[src/rtl/mode_counter.sv]
// mode_counter: loadable up/down counter with programmable upper limit, prescaler and three
// count modes (wrap, saturate, one-shot). A step taken while sitting on the boundary is a
// "boundary event": it pulses tc_o for the following cycle and sets the sticky ovf_o flag.
//
// Ports:
//   clk_i       rising-edge clock
//   rst_n       asynchronous active-low reset
//   enable_i    counting enable, gates the prescaler and steps
//   load_i      synchronous load of data_i (works regardless of enable_i)
//   data_i      load value
//   up_i        1 = count up, 0 = count down
//   mode_i      00 wrap, 01 saturate, 10 one-shot, 11 wrap
//   limit_i     upper boundary value
//   prescale_i  a step is issued every prescale_i+1 enabled cycles
//   clr_ovf_i   clear sticky ovf_o (a simultaneous set wins)
//   count_o     current count
//   tc_o        one-cycle terminal-count pulse
//   ovf_o       sticky boundary-event flag
//   busy_o      one-shot run in progress
module mode_counter #(
    parameter int unsigned WIDTH      = 8,
    parameter int unsigned PRESCALE_W = 4
) (
    input  logic                  clk_i,
    input  logic                  rst_n,
    input  logic                  enable_i,
    input  logic                  load_i,
    input  logic [WIDTH-1:0]      data_i,
    input  logic                  up_i,
    input  logic [1:0]            mode_i,
    input  logic [WIDTH-1:0]      limit_i,
    input  logic [PRESCALE_W-1:0] prescale_i,
    input  logic                  clr_ovf_i,
    output logic [WIDTH-1:0]      count_o,
    output logic                  tc_o,
    output logic                  ovf_o,
    output logic                  busy_o
);

    localparam logic [1:0] ModeSat     = 2'b01;
    localparam logic [1:0] ModeOneShot = 2'b10;

    typedef enum logic [1:0] {
        StIdle = 2'b00,
        StRun  = 2'b01,
        StDone = 2'b10
    } state_e;

    state_e                state_q, state_d;
    logic [WIDTH-1:0]      count_q, count_d;
    logic [PRESCALE_W-1:0] p_q, p_d;
    logic                  tc_q, tc_d;
    logic                  ovf_q, ovf_d;

    logic                  step;
    logic                  at_bound;
    logic                  evt;
    logic [WIDTH-1:0]      count_step;

    always_comb begin
        step       = enable_i && (p_q == prescale_i);
        // Up boundary uses >= so a loaded value above the limit is caught on the next step.
        at_bound   = up_i ? (count_q >= limit_i) : (count_q == '0);
        count_step = up_i ? count_q + WIDTH'(1) : count_q - WIDTH'(1);
    end

    always_comb begin
        count_d = count_q;
        p_d     = p_q;
        state_d = state_q;
        evt     = 1'b0;

        // Leaving one-shot mode abandons any run.
        if (mode_i != ModeOneShot) begin
            state_d = StIdle;
        end

        if (load_i) begin
            count_d = data_i;
            p_d     = '0;
            state_d = (mode_i == ModeOneShot) ? StRun : StIdle;
        end else begin
            if (enable_i) begin
                p_d = step ? '0 : p_q + PRESCALE_W'(1);
            end
            if (step) begin
                case (mode_i)
                    ModeSat: begin
                        if (at_bound) begin
                            evt = 1'b1;
                        end else begin
                            count_d = count_step;
                        end
                    end
                    ModeOneShot: begin
                        // Steps outside a run are ignored entirely, including boundary events.
                        if (state_q == StRun) begin
                            if (at_bound) begin
                                evt     = 1'b1;
                                state_d = StDone;
                            end else begin
                                count_d = count_step;
                            end
                        end
                    end
                    default: begin
                        if (at_bound) begin
                            evt     = 1'b1;
                            count_d = up_i ? '0 : limit_i;
                        end else begin
                            count_d = count_step;
                        end
                    end
                endcase
            end
        end

        tc_d  = evt;
        ovf_d = evt | (ovf_q & ~clr_ovf_i);
    end

    always_ff @(posedge clk_i or negedge rst_n) begin
        if (!rst_n) begin
            state_q <= StIdle;
            count_q <= '0;
            p_q     <= '0;
            tc_q    <= 1'b0;
            ovf_q   <= 1'b0;
        end else begin
            state_q <= state_d;
            count_q <= count_d;
            p_q     <= p_d;
            tc_q    <= tc_d;
            ovf_q   <= ovf_d;
        end
    end

    assign count_o = count_q;
    assign tc_o    = tc_q;
    assign ovf_o   = ovf_q;
    assign busy_o  = (state_q == StRun);

endmodule

[config.mk]
export PLATFORM = sky130hd
export DESIGN_NAME = mode_counter
export DESIGN_NICKNAME = d
export VERILOG_FILES = /design/src/rtl/mode_counter.sv
export SDC_FILE = /design/constraint.sdc
export NUM_CORES = 1
export LEC_CHECK = 0
export ABC_AREA = 1
export CORE_MARGIN = 4
export CORE_UTILIZATION = 34
export CTS_CLUSTER_SIZE = 25
export DETAILED_ROUTE_END_ITERATION = 8
export PLACE_DENSITY = 0.56
export SYNTH_ARGS = -nofsm -noshare
export SYNTH_HDL_FRONTEND = slang
export SYNTH_SLANG_ARGS = --single-unit
[constraint.sdc]
create_clock -name clk_i -period 3.4 [get_ports clk_i]
set_input_delay 0.68 -clock clk_i [delete_from_list [all_inputs] [get_ports clk_i]]
set_output_delay 0.68 -clock clk_i [all_outputs]
set_load 0.01 [all_outputs]
Word level (Yosys, flattened, before mapping)
Index checks and enable logic that the tools add are counted.
- order comparisons: 1
- reduce and logical (&&, ||, !) cells: 5
- muxes and demuxes: 24
- add/subtract/negate cells: 3
- equal/unequal tests: 6
- bitwise logic cells: 3
- operator list (cell ; count):
    two-way mux 8 bit ; 7
    one-hot mux 8 bit (2 select lines) ; 1
    two-way mux 2 bit ; 6
    two-way mux 4 bit ; 3
    adder 8 x 1 -> 8 bit (second input constant) ; 1
    greater-or-equal comparator 8 bit ; 1
    logical NOT 8 bit ; 1
    subtractor 8 x 1 -> 8 bit (second input constant) ; 1
    two-way mux 1 bit ; 7
    adder 4 x 1 -> 4 bit (second input constant) ; 1
    == test 2 x 1 -> 1 bit (second input constant) ; 2
    == test 4 bit ; 1
    nonzero test 2 bit ; 2
    != test 3 bit (second input constant) ; 1
    == test 2 bit (second input constant) ; 1
    != test 2 bit (second input constant) ; 1
    AND reduction 2 bit ; 1
    AND 1 bit ; 1
    logical AND 1 bit ; 1
    inverter 1 bit ; 1
    OR 1 bit ; 1
- register bits: 16
- bits of input ports: 28

Logic depth before layout (Yosys ltp)
Gate-level depths: netlist (run 1).
- word-level depth: 8
- gate-level depth with buffers: 15
- mapped depth without buffers: 15

Worst setup path before layout (run 1)
Ideal clock, no wire load.
- path type: input port to flip-flop
- start point: in up_i
- end point: reg count_q[7] (netlist: count_o[7])
- arrival time: 1857 ps
- setup slack: 1466 ps
- stages: 11
- path through: inv_2 ha_1 nand2_1 nand2_1 a21oi_1 nand3b_1 nand2_1 inv_1 nand2_1 nand3_1 a21oi_1
- cells in the longest elaborated chain, start to end: 6
- elaborated cells between the ends (all ways): 9
- ends and longest elaborated chain (what ; line ; text):
    start: declaration ; 29 ; input logic up_i,
    two-way mux 8 bit or two-way mux 1 bit (tied branches) ; 64, 63 ;
    two-way mux 8 bit ; 89, 98 ;
    two-way mux 8 bit ; 97 ; if (state_q == StRun) begin
    one-hot mux 8 bit (2 select lines) (*) ; 87 ; case (mode_i)
    two-way mux 8 bit (*) ; 86 ; if (step) begin
    two-way mux 8 bit (*) ; 78 ; if (load_i) begin
    end signal: assignment ; 131 ; count_q <= count_d;
    end: declaration ; 50 ; logic [WIDTH-1:0] count_q, count_d;
Every way passes the cells marked *; elsewhere a longest branch is shown, timed or not. The select of a mux whose other input is x is not followed.
A chain may end at the register's enable or synchronous reset.

Final worst setup path (run 1)
Ends and elaborated chain as after synthesis.

==> impl_metrics.toml, run 1 <==
[worst_setup_path]
path_cells = "clkdlybuf4s50_1 > inv_2 > ha_1 > nand2_1 > nand2_1 > a21oi_1 > nand3b_1 > nand2_1 > inv_1 > nand2_1 > nand3_1 > a21oi_1"
reg2reg_from = "count_o[0]$_DFFE_PN0P_"
ff2ff_path_depth = 13
cp-end-kind = "flop"
r2r_slack_ns = 1.49
reg2reg_to = "count_o[7]$_DFFE_PN0P_"
critPathRequiredTime_ns = 3.58
critPathKind = "input port to flop"
critical-path-max-stage-delay_ns = 0.53
cp_data_arrival_time_ns = 2.63
worst_path_max_delay_cell = "clkdlybuf4s50_1"
worstSetupStartpointType = "input port"
startpoint = "up_i"
cp_common_cell = "nand2_1"
cp_max_fo = 16

[sta]
period_share_pct = 71.88
hold_viol_final = 0
whs_ns = 0.5234
rsz0062_at_grt = "false"
max_freq_mhz = 409.2
fin_crit_ns = 2.444
setup_viol = 0
tightest_slew_ns = 0.7970
slew_headroom_pct = 46.70
finClkSkew_ns = 0.005817
fin_tns_setup_ns = 0
slew_violations = 0

[drt]
drt_iter0_markers = 68
vias = 1612
wl_um = 4194
routed_via_density = 4.783
route.detailed.drc = 0
routedWlPerCell_um = 12.45
ant_nets = 0
first_pass_iters = 4

[run_status]
outcome = "completed"

[placed_design]
place_inst = 333
place.gp.congestion = 0.8728
portBuffers = 38
placed_cell_area_sq_um = 2053
dp_hpwl_um = 3294

[min_path]
hold_class = "flop to flop"
hold_start = "state_q[1]$_DFF_PN0_"
holdPathStages = 2
holdPathEnd = "state_q[1]$_DFF_PN0_"

[layout]
fin_cells = 337
final_common_cell = "nand2_1"
nets = 331
syn_to_final_growth_pct = 28.92
antennaDiodeCount = 0
layout-drive-gt1-share_pct = 8.772
final_area_sq_um = 2108
final_cell_mix = "nand2_1 (75), clkdlybuf4s50_1 (38), inv_1 (36)"

[die]
ioPinCount = 39
rows = 24
die_area_sq_um = 5983
start_util_pct = 36.31
core_sq_um = 4504
die_w_um = 77.35
die_h_um = 77.35

[synth]
syn_area_sq_um = 1635
synth.area.top_cells = "dfrtp_1 (24%), nand2_1 (17%), ha_1 (12%)"
synth_nets = 292
yosys_register_bits = 16
ys_warn_count = 0
synth_top_area_share_pct = 24.48
yosysUniqueCellTypes = 28
avgSynthCellArea_sq_um = 6.621
seq_area_frac_synth_pct = 24.48
syn_inst = 247
yosys.area.top_type = "dfrtp_1"

[clock_tree]
post-cts-setup-buffer-count = 0
clock_latency_ns = 0.26
numCtsBuffers = 3
clock_path_buffers = 2
h-tree-depth = 1
cts_num_sinks = 16
cts_hold_buf = 0
path_clk_slew_ns = 0.07
cts_resized = 0
cts_tree = "built"
root_buffer = "clkbuf_8"

[global_route]
antenna_found_initial = 0
grt_overflow_total = 0
grt_use_total_pct = 14.89
grt_start_max_net_pins = 19
first_global_vias = 1612
grt_pass1_wl_um = 7383

[power]
ir_drop_mv = 0.2283
combPwrFrac_pct = 51.1
power.switching_w = 0.0003603
sw_frac_of_total_pct = 40.60
p_int_w = 0.0005271
total_power_w = 0.0008873
power.share.clock_pct = 19.6
leakage_nw = 1.115
power.density_nw_per_um2 = 420.9
pwr-share-seq_pct = 29.2

[run]
cap_violations = 0
[flip-flops by register name (all words and copies together), names as in the netlist]
register	cells
count_o	8
ovf_o	1
p_q	4
state_q	2
tc_o	1
[cells by family after synthesis]
family,after synthesis,share of synthesized area [%]
AO/OA/AOI/OAI,15,4.897
flip-flops,16,24.48
XOR/XNOR,6,3.213
adder cells (fa/ha/maj),17,13.47
AND/OR/NAND/NOR,149,43.08
buffers and inverters,44,10.86
[Yosys cell counts]
master,instances
a21boi_1,1
a21oi_1,8
buf_2,1
buf_4,1
buf_6,1
clkbuf_1,1
dfrtp_1,16
fa_1,1
ha_1,16
inv_1,36
inv_2,4
nand2_1,75
nand2_2,5
nand2_4,2
nand3_1,17
nand3_4,2
nand3b_1,1
nand4_1,13
nand4_2,1
nor2_1,25
nor2_2,5
nor2_4,1
nor3_1,1
o21a_1,1
o21ai_0,5
or2_2,1
xnor2_1,2
xor2_1,4
[worst max path at each step]
stage | end | slack (ns)
6_report | count_o[7]$_DFFE_PN0P_ | 0.96
5_1_grt | count_o[5]$_DFFE_PN0P_ | 0.73
4_1_cts | count_o[7]$_DFFE_PN0P_ | 0.97
3_5_place_dp | count_o[5]$_DFFE_PN0P_ | 0.74
3_3_place_gp | count_o[5]$_DFFE_PN0P_ | 0.75
2_1_floorplan | count_o[7]$_DFFE_PN0P_ | 1.47
[metal layers]
layer	vias up	wire (um)	GRT usage, %	share of wire (%)
met5	-	0	0	0
met4	0	26	2.669	0.62
met3	4	184	2.894	4.4
met2	28	1929	24.96	46
met1	722	2054	20.16	49
li1	858	-	-	-
[cell type report]
class                      count  area, sq um
fill                         476         2396
multi-input combinational    187         1057
sequential                    16        400.4
timing repair buffer          38        380.4
inverter                      40        150.1
tap                           52        65.06
clock buffer                   4        55.05
[stage by stage]
| step | setup WS, ns | utilization (%) |
|---|---|---|
| finish | 0.9560 | 46.81 |
| global route | 0.7313 | 46.81 |
| CTS | 0.9702 | 46.81 |
| detailed placement | 0.7350 | 45.58 |
| global placement | 0.7462 | 45.58 |
| floorplan | 1.466 | - |
[critical path, delay by kind of cell]
kind,cells,cell delay (ns)
simple gates,6,0.48
buf+inv,3,0.74
compound gates,2,0.32
fa+ha+maj,1,0.39
[power groups by stage]
| stage | Clock [W] | Combinational, W | Sequential (W) |
|---|---|---|---|
| after floorplan | 0 | 0.000299 | 0.000263 |
| after global placement | 0 | 0.000450 | 0.000264 |
| after detailed placement | 0 | 0.000455 | 0.000263 |
| after CTS | 0.000181 | 0.000458 | 0.000260 |
| after global routing | 0.000188 | 0.000521 | 0.000266 |
| final | 0.000174 | 0.000454 | 0.000259 |
(Power assumes the default switching activity.)
==> inputs of run 2 (changes only) <==
Clock period 3.4 ns to 2.5 ns, I/O delays scaled along.
==> impl_metrics.toml, run 2 (same netlist as run 1, synthesis figures left out) <==
[sta]
finClkSkew_ns = 0.007862
rsz0062_at_grt = "false"
tightest_slew_ns = 0.3289
hold_viol_final = 0
period_share_pct = 89.92
slew_violations = 0
max_freq_mhz = 444.9
fin_tns_setup_ns = 0
setup_viol = 0
fin_crit_ns = 2.248
slew_headroom_pct = 78.00

[power]
power.switching_w = 0.0004887
sw_frac_of_total_pct = 40.35
power.density_nw_per_um2 = 568.5
combPwrFrac_pct = 51.4
pwr-share-seq_pct = 29.2
total_power_w = 0.001211
p_int_w = 0.0007225
leakage_nw = 1.130
ir_drop_mv = 0.2673
power.share.clock_pct = 19.4

[run]
cap_violations = 0

[placed_design]
portBuffers = 38
place.gp.congestion = 0.8670
dp_hpwl_um = 3182
place_inst = 336

[layout]
final_cell_mix = "nand2_1 (75), clkdlybuf4s50_1 (38), inv_1 (36)"
largest_register_ffs = 8
nets = 334
syn_to_final_growth_pct = 30.30
antennaDiodeCount = 0
final_common_cell = "nand2_1"
finalCoreUtilization_pct = 47.31
layout-drive-gt1-share_pct = 9.722
fin_cells = 340

[global_route]
grt_overflow_total = 0
met3_usage_pct = 2.662
grt_use_met2_pct = 21.68
grt.met1_usage_pct = 18.66
grt_use_total_pct = 13.55
antenna_found_initial = 0
grt_pass1_wl_um = 6679
first_global_vias = 1480
grt_start_max_net_pins = 19
grt.busiest_layer = "met2"

[drt]
routedWlPerCell_um = 11.99
route.detailed.drc = 0
routed_via_density = 4.765
first_pass_iters = 4
ant_nets = 0
drt_iter0_markers = 101
wl_um = 4076
vias = 1620

[clock_tree]
clock_latency_ns = 0.25
cts_resized = 0
cts_hold_buf = 0
cts_tree = "built"
root_buffer = "clkbuf_8"
clock_path_buffers = 2
path_clk_slew_ns = 0.07
cts_num_sinks = 16
numCtsBuffers = 3
post-cts-setup-buffer-count = 0
h-tree-depth = 1

[worst_setup_path]
cp_data_arrival_time_ns = 2.43
critical-path-max-stage-delay_ns = 0.54
path_cells = "clkdlybuf4s50_1 > inv_2 > ha_1 > nand2_1 > nand2_1 > a21oi_1 > nand3b_1 > nand2_1 > inv_1 > nand2_1 > nand3_1 > a21oi_1"
worst_path_max_delay_cell = "clkdlybuf4s50_1"
critPathRequiredTime_ns = 2.68
cp_max_fo = 16
cp-end-kind = "flop"
critPathKind = "input port to flop"
worstSetupStartpointType = "input port"
cp_common_cell = "nand2_1"

[run_status]
outcome = "completed"

[die]
ioPinCount = 39
core_sq_um = 4504
die_area_sq_um = 5983
die_h_um = 77.35
start_util_pct = 36.31
rows = 24
die_w_um = 77.35

[min_path]
hold_class = "flop to flop"
==> run 2: through the flow <==
step	hold slack, ns	setup WS [ns]	instance area [sq um]
2_1_floorplan	0.2044	0.7457	1635
3_3_place_gp	0.5097	0.03986	2076
3_5_place_dp	0.5215	0.004059	2076
4_1_cts	0.5323	0.2708	2131
5_1_grt	0.5528	0.04322	2131
6_report	0.5249	0.2521	2131
==> run 2: worst paths after layout <==
path,slack (ns),depth (start not counted),end,startpoint
max reg2reg,0.64,13,count_o[7]$_DFFE_PN0P_,count_o[0]$_DFFE_PN0P_
max in group asynchronous,1.74,2,count_o[1]$_DFFE_PN0P_,rst_n
min reg2reg,0.52,2,state_q[1]$_DFF_PN0_,state_q[1]$_DFF_PN0_
max,0.25,12,count_o[7]$_DFFE_PN0P_,up_i
min,0.52,2,state_q[1]$_DFF_PN0_,state_q[1]$_DFF_PN0_
min in group asynchronous,0.56,2,tc_o$_DFF_PN0_,rst_n
==> run 2: critical path, delay by kind of cell <==
kind / cells / cell delay (ns)
fa+ha+maj: 1 / 0.39
compound gates: 2 / 0.30
simple gates: 6 / 0.48
buf+inv: 3 / 0.75
==> run 2: layer usage <==
layer / share of wire, % / vias to the layer above / wire length [um]
met5: 0 / - / 0
met4: 1.4 / 0 / 58
met3: 3.4 / 6 / 139
met2: 45 / 33 / 1834
met1: 50 / 713 / 2044
li1: - / 868 / -
==> run 2: area by class of cell <==
| cell class | instances | area (sq um) |
|---|---|---|
| Inverter | 40 | 150.1 |
| Fill cell | 479 | 2374 |
| Timing Repair Buffer | 41 | 402.9 |
| Clock buffer | 4 | 55.05 |
| Multi-Input combinational cell | 187 | 1057 |
| Sequential cell | 16 | 400.4 |
| Tap cell | 52 | 65.06 |
==> run 2: power by group through the flow <==
stage	combinational, W	sequential [W]	clock, W
after floorplan	0.000407	0.000357	0
after global placement	0.000621	0.000359	0
after detailed placement	0.000621	0.000359	0
after CTS	0.000626	0.000355	0.000245
after global routing	0.000708	0.000361	0.000256
final	0.000622	0.000353	0.000235
==> inputs of run 3 (changes only) <==
Settings changed: SLEW_MARGIN set to 20.
==> results of run 3 <==
No change in the layout: final DEF, timing and power equal those of run 2.
